File: src/rtl/hazard_pkg.sv
// Shared encodings and helpers for the MIPS32 pipeline hazard controller.
// Forward selects match the core's three-input operand muxes.
package hazard_pkg;

   localparam logic [1:0] FWD_REG   = 2'b00;
   localparam logic [1:0] FWD_M     = 2'b01;
   localparam logic [1:0] FWD_W     = 2'b10;

   localparam logic [1:0] TUSE_BR   = 2'd0;
   localparam logic [1:0] TUSE_ALU  = 2'd1;
   localparam logic [1:0] TUSE_ST   = 2'd2;
   localparam logic [1:0] TUSE_NONE = 2'd3;

   localparam logic [1:0] TNEW_ALU  = 2'd1;
   localparam logic [1:0] TNEW_LD   = 2'd2;

   typedef struct packed {
      logic [4:0] dst;
      logic [1:0] tnew;
      logic [4:0] rs;
      logic [4:0] rt;
   } stage_rec_t;

   localparam stage_rec_t BUBBLE = '0;

   function automatic logic [1:0] tnew_dec(input logic [1:0] t);
      return (t == 2'd0) ? 2'd0 : t - 2'd1;
   endfunction

   // A writer that claims its result is already available still needs E to produce it.
   function automatic logic [1:0] tnew_norm(input logic [4:0] dst, input logic [1:0] t);
      return ((dst != 5'd0) && (t == 2'd0)) ? TNEW_ALU : t;
   endfunction

   function automatic logic operand_stall(
      input logic [4:0] r,
      input logic [1:0] tuse,
      input logic [4:0] e_dst,
      input logic [1:0] e_tnew,
      input logic [4:0] m_dst,
      input logic [1:0] m_tnew
   );
      logic hit;
      hit = 1'b0;
      if ((r != 5'd0) && (tuse != TUSE_NONE)) begin
         if ((e_dst == r) && (e_tnew > tuse)) hit = 1'b1;
         if ((m_dst == r) && (m_tnew > tuse)) hit = 1'b1;
      end
      return hit;
   endfunction

endpackage

File: src/rtl/fwd_pick.sv
// Forward-source selector for one operand: a ready M result beats any W result,
// register 0 never matches.
module fwd_pick
   import hazard_pkg::*;
(
   input  logic [4:0] reg_i,
   input  logic       m_en_i,
   input  logic [4:0] m_dst_i,
   input  logic [1:0] m_tnew_i,
   input  logic [4:0] w_dst_i,
   output logic [1:0] sel_o
);

   always_comb begin
      sel_o = FWD_REG;
      if (reg_i != 5'd0) begin
         if (m_en_i && (m_dst_i == reg_i) && (m_tnew_i == 2'd0)) begin
            sel_o = FWD_M;
         end else if (w_dst_i == reg_i) begin
            sel_o = FWD_W;
         end
      end
   end

endmodule

File: src/rtl/hazard_ctrl.sv
// Pipeline hazard controller: tracks E/M/W producers, raises the D stall and
// drives the forwarding mux selects for D, E and M consumers.
module hazard_ctrl
   import hazard_pkg::*;
(
   input  logic       clk,
   input  logic       reset,
   input  logic [4:0] d_rs,
   input  logic [4:0] d_rt,
   input  logic [1:0] d_tuse_rs,
   input  logic [1:0] d_tuse_rt,
   input  logic [4:0] d_dst,
   input  logic [1:0] d_tnew,
   output logic       stall,
   output logic [1:0] sel_rs_d,
   output logic [1:0] sel_rt_d,
   output logic [1:0] sel_rs_e,
   output logic [1:0] sel_rt_e,
   output logic [1:0] sel_rt_m
);

   stage_rec_t e_q, e_d;
   logic [4:0] m_dst_q, m_rt_q;
   logic [1:0] m_tnew_q;
   // W only needs its destination: nothing downstream consumes its latency.
   logic [4:0] w_dst_q;

   always_comb begin
      stall = operand_stall(d_rs, d_tuse_rs, e_q.dst, e_q.tnew, m_dst_q, m_tnew_q)
            | operand_stall(d_rt, d_tuse_rt, e_q.dst, e_q.tnew, m_dst_q, m_tnew_q);
   end

   always_comb begin
      e_d = BUBBLE;
      if (!stall) begin
         e_d.dst  = d_dst;
         e_d.tnew = tnew_norm(d_dst, d_tnew);
         e_d.rs   = d_rs;
         e_d.rt   = d_rt;
      end
   end

   always_ff @(posedge clk or negedge reset) begin
      if (!reset) begin
         e_q      <= BUBBLE;
         m_dst_q  <= 5'd0;
         m_tnew_q <= 2'd0;
         m_rt_q   <= 5'd0;
         w_dst_q  <= 5'd0;
      end else begin
         e_q      <= e_d;
         m_dst_q  <= e_q.dst;
         m_tnew_q <= tnew_dec(e_q.tnew);
         m_rt_q   <= e_q.rt;
         w_dst_q  <= m_dst_q;
      end
   end

   fwd_pick u_pick_rs_d (
      .reg_i    (d_rs),
      .m_en_i   (1'b1),
      .m_dst_i  (m_dst_q),
      .m_tnew_i (m_tnew_q),
      .w_dst_i  (w_dst_q),
      .sel_o    (sel_rs_d)
   );

   fwd_pick u_pick_rt_d (
      .reg_i    (d_rt),
      .m_en_i   (1'b1),
      .m_dst_i  (m_dst_q),
      .m_tnew_i (m_tnew_q),
      .w_dst_i  (w_dst_q),
      .sel_o    (sel_rt_d)
   );

   fwd_pick u_pick_rs_e (
      .reg_i    (e_q.rs),
      .m_en_i   (1'b1),
      .m_dst_i  (m_dst_q),
      .m_tnew_i (m_tnew_q),
      .w_dst_i  (w_dst_q),
      .sel_o    (sel_rs_e)
   );

   fwd_pick u_pick_rt_e (
      .reg_i    (e_q.rt),
      .m_en_i   (1'b1),
      .m_dst_i  (m_dst_q),
      .m_tnew_i (m_tnew_q),
      .w_dst_i  (w_dst_q),
      .sel_o    (sel_rt_e)
   );

   // Store data in M can only come from W; the M-side match is disabled.
   fwd_pick u_pick_rt_m (
      .reg_i    (m_rt_q),
      .m_en_i   (1'b0),
      .m_dst_i  (5'd0),
      .m_tnew_i (2'd0),
      .w_dst_i  (w_dst_q),
      .sel_o    (sel_rt_m)
   );

endmodule
File: config.mk
export PLATFORM = sky130hd
export DESIGN_NAME = hazard_ctrl
export DESIGN_NICKNAME = d
export VERILOG_FILES = /design/src/rtl/hazard_pkg.sv /design/src/rtl/fwd_pick.sv /design/src/rtl/hazard_ctrl.sv
export SDC_FILE = /design/constraint.sdc
export NUM_CORES = 1
export LEC_CHECK = 0
export BUFFER_PORTS_ARGS = -buffer_cell sky130_fd_sc_hd__buf_4
export CAP_MARGIN = 20
export CELL_PAD_IN_SITES_DETAIL_PLACEMENT = 1
export CELL_PAD_IN_SITES_GLOBAL_PLACEMENT = 1
export CORE_MARGIN = 4
export CORE_UTILIZATION = 43
export DETAILED_ROUTE_END_ITERATION = 6
export HOLD_SLACK_MARGIN = 0.06
export PLACE_DENSITY = 0.83
export SLEW_MARGIN = 20
export SYNTH_ARGS = -nofsm -noshare
export SYNTH_HDL_FRONTEND = slang
export SYNTH_SLANG_ARGS = --single-unit
export TNS_END_PERCENT = 10
File: constraint.sdc
create_clock -name clk -period 5.7 [get_ports clk]
set_input_delay 1.14 -clock clk [delete_from_list [all_inputs] [get_ports clk]]
set_output_delay 1.14 -clock clk [all_outputs]
set_load 0.01 [all_outputs]
# After elaboration in Yosys (flattened, before gate mapping)
# Index checks and enable logic that the tools add are counted.
# Widths: inputs -> output; s select.
# totals
wordCells	70
latch_bits	0
regBits	34
ram_bits	0
input_bits	23
n_memories	0
mem_bits_ro	0
# op_classes
n_reduce_logical	20
mul	0
n_lt_le_gt_ge	4
shifts	0
n_addsub	1
div	0
mux	23
n_bitwise	1
eq_ne	13
# op_table
cell	n
$eq 5x5->1	11
$mux 2	16
$reduce_bool 5->1	6
$mux 17	1
$logic_and 1x1->1	11
$gt 2x2->1	4
$logic_not 2->1	3
$mux 1	6
$ne 2x2->1 const B	2
$sub 2x1->2 const B	1
$or 1x1->1	1

# Longest topological paths before layout
# Gate-level depths: netlist of the first run.
# depth
word_depth	7
mapped_depth	8

# Hierarchy
# From an unflattened synthesis of the first run, not the netlist that was laid out.
# unflattened
hier_cells	215
hier_area_um2	2284.7
# modules_own_cells
module	n_inst	cells_per_inst	area_each_um2
hazard_ctrl	1	120	1577.8
fwd_pick	5	19	141.4

# Least setup slack after synthesis of the first run
# OpenSTA, ideal clock, no wires.
# synth_path
path_type	in2out
from	input d_tuse_rt[1]
to	output stall
t_required_ps	4560
arrival_time_ps	2758
setup_slack_ps	1802
stages	7
cell_sequence	inv_1 -> ha_1 -> nand2_1 -> nand4_1 -> or4_4 -> a221oi_4 -> or2_1
# synth_via
elab_chain_len	6
# synth_rtl
element	line	text
from (decl)	hazard_ctrl.sv:11	input logic [1:0] d_tuse_rt,
$gt 2x2->1	hazard_pkg.sv:46	if ((e_dst == r) && (e_tnew > tuse)) hit = 1'b1;
$logic_and 1x1->1	hazard_pkg.sv:46	
$mux 1	hazard_pkg.sv:46	
$mux 1	hazard_pkg.sv:47	if ((m_dst == r) && (m_tnew > tuse)) hit = 1'b1;
$mux 1 *	hazard_pkg.sv:45	if ((r != 5'd0) && (tuse != TUSE_NONE)) begin
$or 1x1->1 *	hazard_ctrl.sv:30	| operand_stall(d_rt, d_tuse_rt, e_q.dst, e_q.tnew, m_dst_q, m_tnew_q);
to (decl)	hazard_ctrl.sv:14	output logic stall,
# Mark *: on every way between the ends. The rest lies on a longest branch, timed or not.

# Final worst setup path of the first run
# Ends and elaborated chain as after synthesis.

==> summary.txt, run 1 <==
Synth
  • Mapped Nets: between 200 and 250
  • Syn. warnings: 0
  • Mapped Area: 2073 um^2
  • Combinational family with the most area after synthesis: simple AND/OR/NAND/NOR gates
  • Post-synth top cells: dfrtp_1 (34), xnor2_1 (26), xor2_1 (26), nand2_1 (10)
  • Simple-Gate Fraction of Synth Area: ~23%
  • Mux contribution to synthesized area: 0%
  • Post-Syn Area per Cell: ~11 um^2
  • Area leader, netlist: dfrtp_1
  • Dominant cell by count in the synthesized netlist: dfrtp_1
  • Post-synth EDFFs: 0
  • Ys async rst share: 100.0%
  • Most common flop cell mapped by yosys: dfrtp_1
  • Cells after synthesis: approximately 190
  • Post-synthesis register bit count: 34
  • Synth area leaders: dfrtp_1 (41%), xnor2_1 (11%), xor2_1 (11%), nor3b_2 (5.4%), ha_1 (4.8%)
  • Yosys top cell area share: between 40% and 50%
  • Compound-Gate Fraction of Synth Area: under 10%
  • Post-Synth Adder-Cell Area: between 4 and 5%
  • Synth unique cells: 28
  • Register area share after synthesis: a little over 40%
  • Xor/xnor share of the synthesized area: a little over a fifth

Hold path
  • WHS Path Cells: 0
  • Hold Path Class: flip-flop to flip-flop
  • Hold path start: e_q[15]$_DFF_PN0_
  • Hold endpoint: m_dst_q[3]$_DFF_PN0_

Worst setup path
  • R2r worst-path depth: 8
  • Worst-path fanout max: 18
  • Worst r2r src: e_q[10]$_DFF_PN0_
  • Crit path DAT: about 3200 ps
  • Worst EP required: between 4000 and 5000 ps
  • CP Class: input pin to output pin
  • RR Endpoint: e_q[16]$_DFF_PN0_
  • R2r setup slk: roughly 3400 ps
  • Critical Path Sink Type: output pin
  • Worst setup path start: d_tuse_rt[1]
  • Crit path launch type: input pin

Global routing
  • Pin count of the biggest net entering global routing: 35
  • Initial antenna violation count: 0
  • Vias in the first global route: ~1.8k
  • First-pass GRT wire length: about 9600 um
  • Overall Global Routing Usage: 20.90%
  • Grt total ovfl: 0

STA
  • RSZ-0062 raised after global routing: no
  • Final period util: 75.40%
  • Final Max Tran Viols: 0
  • Clk_skew: about 5.8 ps
  • Final Hold Vio Count: 0
  • Setup TNS: 0 ps
  • Highest Clock Rate: about 0.23 GHz
  • Endpoints failing setup: 0
  • Tmin final: between 4000 and 5000 ps

Clocking
  • CTS Buf Count: 5
  • Sinks on the clock net: 34
  • Clk pin slew, worst setup/hold paths: approximately 70 ps
  • Setup repair bufs after CTS: 0
  • Max Root-Sink Buffers: 2
  • # hold bufs at CTS: 0
  • Clk_lat worst skew: 290 ps
  • Clock root cell: clkbuf_8
  • CTS tree: built
  • Htree depth: 2
  • CTS resizes: 0

Route
  • Initial DRC count: 73
  • Vias: between 1.5k and 2k
  • Router iterations before antenna repair: 4
  • Final wirelength: roughly 5700 um
  • # DRC: 0
  • Vias per cell: between 5 and 6
  • Drt wl/cell: a little over 20 um
  • ANT nets after route: 0

Placed design
  • Placed Area: 2341 um^2
  • Gp weighted congestion: slightly below 0.8
  • PortBufs: 32
  • Post-DP HPWL: around 4200 um

Floorplanning
  • Die Area: 5996 um^2
  • Initial Util: about 46%
  • I/O pin cnt: 34
  • Die width: about 77 um
  • CORE AREA: 4504 um^2
  • Cell row count: 24
  • Die H: 77.44 um

Layout
  • Final design area excluding fillers: ~2400 um^2
  • Antenna cells: 0
  • Ratio of cells with drive above 1 in the final layout: approximately a quarter
  • Fillers: 514
  • Post-synthesis to final-layout area growth: 18.17%
  • Final #Nets: between 200 and 300

Power and ir drop
  • PwrDens: approximately 260 nW/um^2
  • Leak Pwr: 1.082 nW
  • Max IR drop VDD: 0.1245 mV

Job
  • Max Cap Viol: 0

Outcome
  • Run status: completed
==> layout make-up <==
type                    instances  area, um^2  area share [%]
clock inverters                 3       40.04           1.634
flip-flops and latches         34       850.8           34.73
well taps                      52       65.06           2.656
inverters                       8       30.03           1.226
repair buffers                 34       255.2           10.42
multi-input cells             142        1140           46.53
clock buffers                   5       68.82           2.809
==> power breakdown <==
part	switching, W	internal [W]	leakage [nW]
registers	0.0000351	0.000260	0.400
logic	0.0000600	0.0000623	0.624
clock network	0.0000913	0.000129	0.0579
==> per-layer routing <==
layer	GRT usage [%]	routed length, um	vias to the layer above
met5	0	0	-
met1	28.58	2685	783
met3	4.745	272	18
met2	32.99	2600	54
li1	-	-	730
met4	6.584	168	0
==> registers in the layout, summed over array words and instances (netlist names) <==
signal	flops
e_q	17
m_dst_q	5
m_rt_q	5
m_tnew_q	2
w_dst_q	5
==> critical path, cell delays in order <==
cell	delay [ps]
buf_4	100
inv_1	50
ha_1	300
nand2_1	80
nand4_1	100
or4_4	560
a221oi_4	250
buf_4	300
or2_1	150
buf_4	110
==> stage by stage <==
stage	instances	setup slack, ps	util (%)	total power, W	hold WS, ps
after floorplan	192	1802	-	0.0003650	408.4
after global placement	270	1459	51.97	0.0004113	416.6
after detailed placement	270	1408	51.97	0.0004191	424.2
after CTS	278	1389	54.39	0.0006406	439.5
after global routing	278	1281	54.39	0.0006691	452.0
final	278	1402	54.39	0.0006377	438.3
==> placed cells by master, fill, tap and decap left out, drive strengths merged <==
cell / instances
or4: 8
conb: 1
dfrtp: 34
nand4: 7
nor4: 7
bufinv: 1
nor2: 9
nand2: 10
clkbuf: 5
nor3: 7
ha: 8
xnor2: 26
a211oi: 2
clkinv: 2
and2: 1
a221oi: 2
nor2b: 1
or2: 1
buf: 34
o21a: 2
nor3b: 16
inv: 8
nand4b: 2
a21oi: 6
xor2: 26
==> cells by family (layout without fill, tap and decap cells) <==
| family | Yosys count | count (layout) |
|---|---|---|
| XOR/XNOR | 52 | 52 |
| AND/OR/NAND/NOR | 69 | 69 |
| flip-flops | 34 | 34 |
| AO/OA/AOI/OAI | 12 | 12 |
| adder cells (fa/ha/maj) | 8 | 8 |
| buffers and inverters | 16 | 50 |
| other | 1 | 1 |
==> worst max-delay path by stage <==
stage,end,slack (ps),cells after the start
finish,stall,1400,10
global route,stall,1280,10
CTS,stall,1390,10
detailed placement,stall,1410,10
global placement,stall,1460,10
floorplan,stall,1800,7
No activity file was read; power rests on OpenSTA's default activity.
==> inputs of run 2 (changes only) <==
- ABC_AREA: unset -> 1
- CORE_UTILIZATION: 43 -> 37
- PLACE_DENSITY: 0.83 -> 0.8
- clock period: 5.7 -> 3.63 ns (I/O delays scaled with it)
==> run 2 against run 1 <==
Effect of this change: die area increased by 19%; via count increased by 21%; global-route usage decreased by 3.6 points; synthesized cell count increased by 49%; critical path depth unchanged; power increased by 61%; sequential share of layout area decreased by 1.4 points; utilization decreased by 8.9 points; flip-flop and latch count unchanged.
==> summary.txt, run 2 <==
Outcome
  • Run status: completed

Synth
  • Post-synth top cells: nand2_1 (61), inv_1 (41), dfrtp_1 (34), nor2_1 (31), xnor2_1 (18)
  • Area leader, netlist: dfrtp_1
  • Register area share after synthesis: roughly two fifths
  • Post-synth EDFFs: 0
  • Mapped Nets: 317
  • Xor/xnor share of the synthesized area: a little under an eighth
  • Synth area leaders: dfrtp_1 (39%), nand2_1 (11%), xnor2_1 (7.3%), inv_1 (7.1%), nor2_1 (5.4%)
  • Compound-Gate Fraction of Synth Area: under 10%
  • Post-Syn Area per Cell: between 7 and 8 um^2
  • Mux contribution to synthesized area: 0%
  • Cells after synthesis: around 290
  • Combinational family with the most area after synthesis: simple AND/OR/NAND/NOR gates
  • Synth unique cells: 30
  • Syn. warnings: 0
  • Post-synthesis register bit count: 34
  • Post-Synth Adder-Cell Area: 4.608%
  • Simple-Gate Fraction of Synth Area: between 20% and 30%
  • Most common flop cell mapped by yosys: dfrtp_1
  • Mapped Area: approximately 2200 um^2
  • Ys async rst share: between 90% and 100%
  • Yosys top cell area share: slightly below 40%
  • Dominant cell by count in the synthesized netlist: nand2_1

Clocking
  • Htree depth: 2
  • Clk pin slew, worst setup/hold paths: 60 ps
  • Sinks on the clock net: 34
  • CTS resizes: 0
  • Setup repair bufs after CTS: 0
  • Clk_lat worst skew: around 280 ps
  • CTS tree: built
  • # hold bufs at CTS: 0
  • Max Root-Sink Buffers: 2
  • Clock root cell: clkbuf_8
  • CTS Buf Count: 5

Floorplanning
  • CORE AREA: 5608 um^2
  • Die H: roughly 85 um
  • Initial Util: 38.73%
  • Die Area: ~7200 um^2
  • I/O pin cnt: 34
  • Cell row count: 27
  • Die width: 84.62 um

Worst setup path
  • Worst setup path start: d_tuse_rt[1]
  • CP Class: input pin to output pin
  • Worst r2r src: m_tnew_q[1]$_DFF_PN0_
  • R2r worst-path depth: 8
  • Critical Path Sink Type: output pin
  • Worst EP required: between 2000 and 3000 ps
  • Crit path launch type: input pin
  • Crit path DAT: between 2000 and 2500 ps
  • Worst-path fanout max: 18
  • RR Endpoint: e_q[0]$_DFF_PN0_
  • R2r setup slk: between 1500 and 2000 ps
  • Critical Path Sink: stall

Layout
  • Final #Nets: between 300 and 400
  • Largest Register: e_q
  • Most common cell after layout, fill and taps aside: nand2_1
  • Post-synthesis to final-layout area growth: 17.51%
  • Most frequent cells in the layout: nand2_1 (61), inv_1 (41), dfrtp_1 (34)
  • Antenna cells: 0
  • Ratio of cells with drive above 1 in the final layout: between 10% and 20%
  • Max FFs per register: 17

STA
  • Final period util: between 70 and 80%
  • Setup TNS: 0 ps
  • WHS: roughly 370 ps
  • Tmin final: between 2000 and 3000 ps
  • Endpoints failing setup: 0
  • Highest Clock Rate: around 0.35 GHz
  • Final Hold Vio Count: 0
  • RSZ-0062 raised after global routing: no
  • Final Max Tran Viols: 0
  • Clk_skew: roughly 2.0 ps

Route
  • Router iterations before antenna repair: 4
  • # DRC: 0
  • Drt wl/cell: approximately 15 um
  • Final wirelength: 5746 um
  • Initial DRC count: between 40 and 50
  • Vias per cell: 4.933
  • Vias: between 1.5k and 2k
  • ANT nets after route: 0

Global routing
  • Overall Global Routing Usage: 17.35%
  • Pin count of the biggest net entering global routing: 35
  • Vias in the first global route: approximately 2.1k
  • First-pass GRT wire length: between 9000 and 10,000 um
  • Grt total ovfl: 0
  • Initial antenna violation count: 0

Placed design
  • Gp weighted congestion: roughly 0.84
  • Post-DP HPWL: between 4000 and 5000 um
  • PortBufs: 32

Power and ir drop
  • Leak Pwr: ~1.3 nW
  • Max IR drop VDD: 0.2130 mV
  • PwrDens: 403.1 nW/um^2

Job
  • Max Cap Viol: 0

Hold path
  • Hold Path Class: input pin to async pin
-- run 2: cell count changes after synthesis, moves of 8 or more --
cell	change
xnor2_1	-8
nand3_1	+14
nor2_1	+22
nand2_1	+51
inv_1	+33
nor2_2	+11
nor3b_2	-9
xor2_1	-16
-- run 2: worst min-delay path by stage --
stage / start / depth (start not counted) / end
floorplan: e_q[13]$_DFF_PN0_ / 0 / m_dst_q[1]$_DFF_PN0_
global placement: e_q[13]$_DFF_PN0_ / 0 / m_dst_q[1]$_DFF_PN0_
detailed placement: e_q[10]$_DFF_PN0_ / 1 / m_tnew_q[0]$_DFF_PN0_
CTS: reset / 1 / m_dst_q[1]$_DFF_PN0_
global route: reset / 1 / e_q[5]$_DFF_PN0_
finish: reset / 1 / m_dst_q[1]$_DFF_PN0_
-- run 2: logic make-up after synthesis --
| logic type | Yosys count |
|---|---|
| adders and majority gates | 8 |
| DFF | 34 |
| xor gates and xnor gates | 28 |
| and+or+nand+nor | 142 |
| buffers and inverters | 54 |
| AOI/OAI and AO/OA | 19 |
| other | 1 |
-- run 2: worst max-delay path: stages --
cell	delay, ps
buf_4	80
inv_1	40
ha_1	310
nand2_1	80
a21boi_0	200
nand4_1	120
nand2_1	80
nand2_2	70
nand2_4	220
buf_4	180
-- run 2: per-layer routing --
metal	global-route usage (%)	part of all wire, %
met2	30.11	49
met1	21.27	45
met4	6.763	2.6
met5	0	0
met3	3.042	3.9
-- run 2: report_power, final --
| part | switching (W) | internal (W) | leakage (nW) | total [W] |
|---|---|---|---|---|
| sequential | 0.0000522 | 0.000413 | 0.402 | 0.000465 |
| clock | 0.000126 | 0.000205 | 0.0524 | 0.000331 |
| combinational | 0.000130 | 0.000103 | 0.847 | 0.000233 |
-- run 2: area by class of cell --
type                       count  area, um^2
fill                         707        3055
multi-input combinational    198        1096
sequential                    34       850.8
timing repair buffer          32       240.2
inverter                      45       168.9
tap                           72       90.09
clock buffer                   7       76.32
clock inverter                 1       30.03
-- run 2: per-stage QoR --
| step | total power [W] | util, % | area (um^2) | std cells | setup slack [ps] |
|---|---|---|---|---|---|
| after floorplan | 0.0006173 | - | 2172 | 286 | 1170 |
| after global placement | 0.0006951 | 43.62 | 2446 | 381 | 873.7 |
| after global routing | 0.001097 | 45.52 | 2552 | 389 | 706.8 |
| after detailed placement | 0.0007071 | 43.62 | 2446 | 381 | 804.2 |
| after CTS | 0.001045 | 45.52 | 2552 | 389 | 804.7 |
| final | 0.001029 | 45.52 | 2552 | 389 | 799.7 |
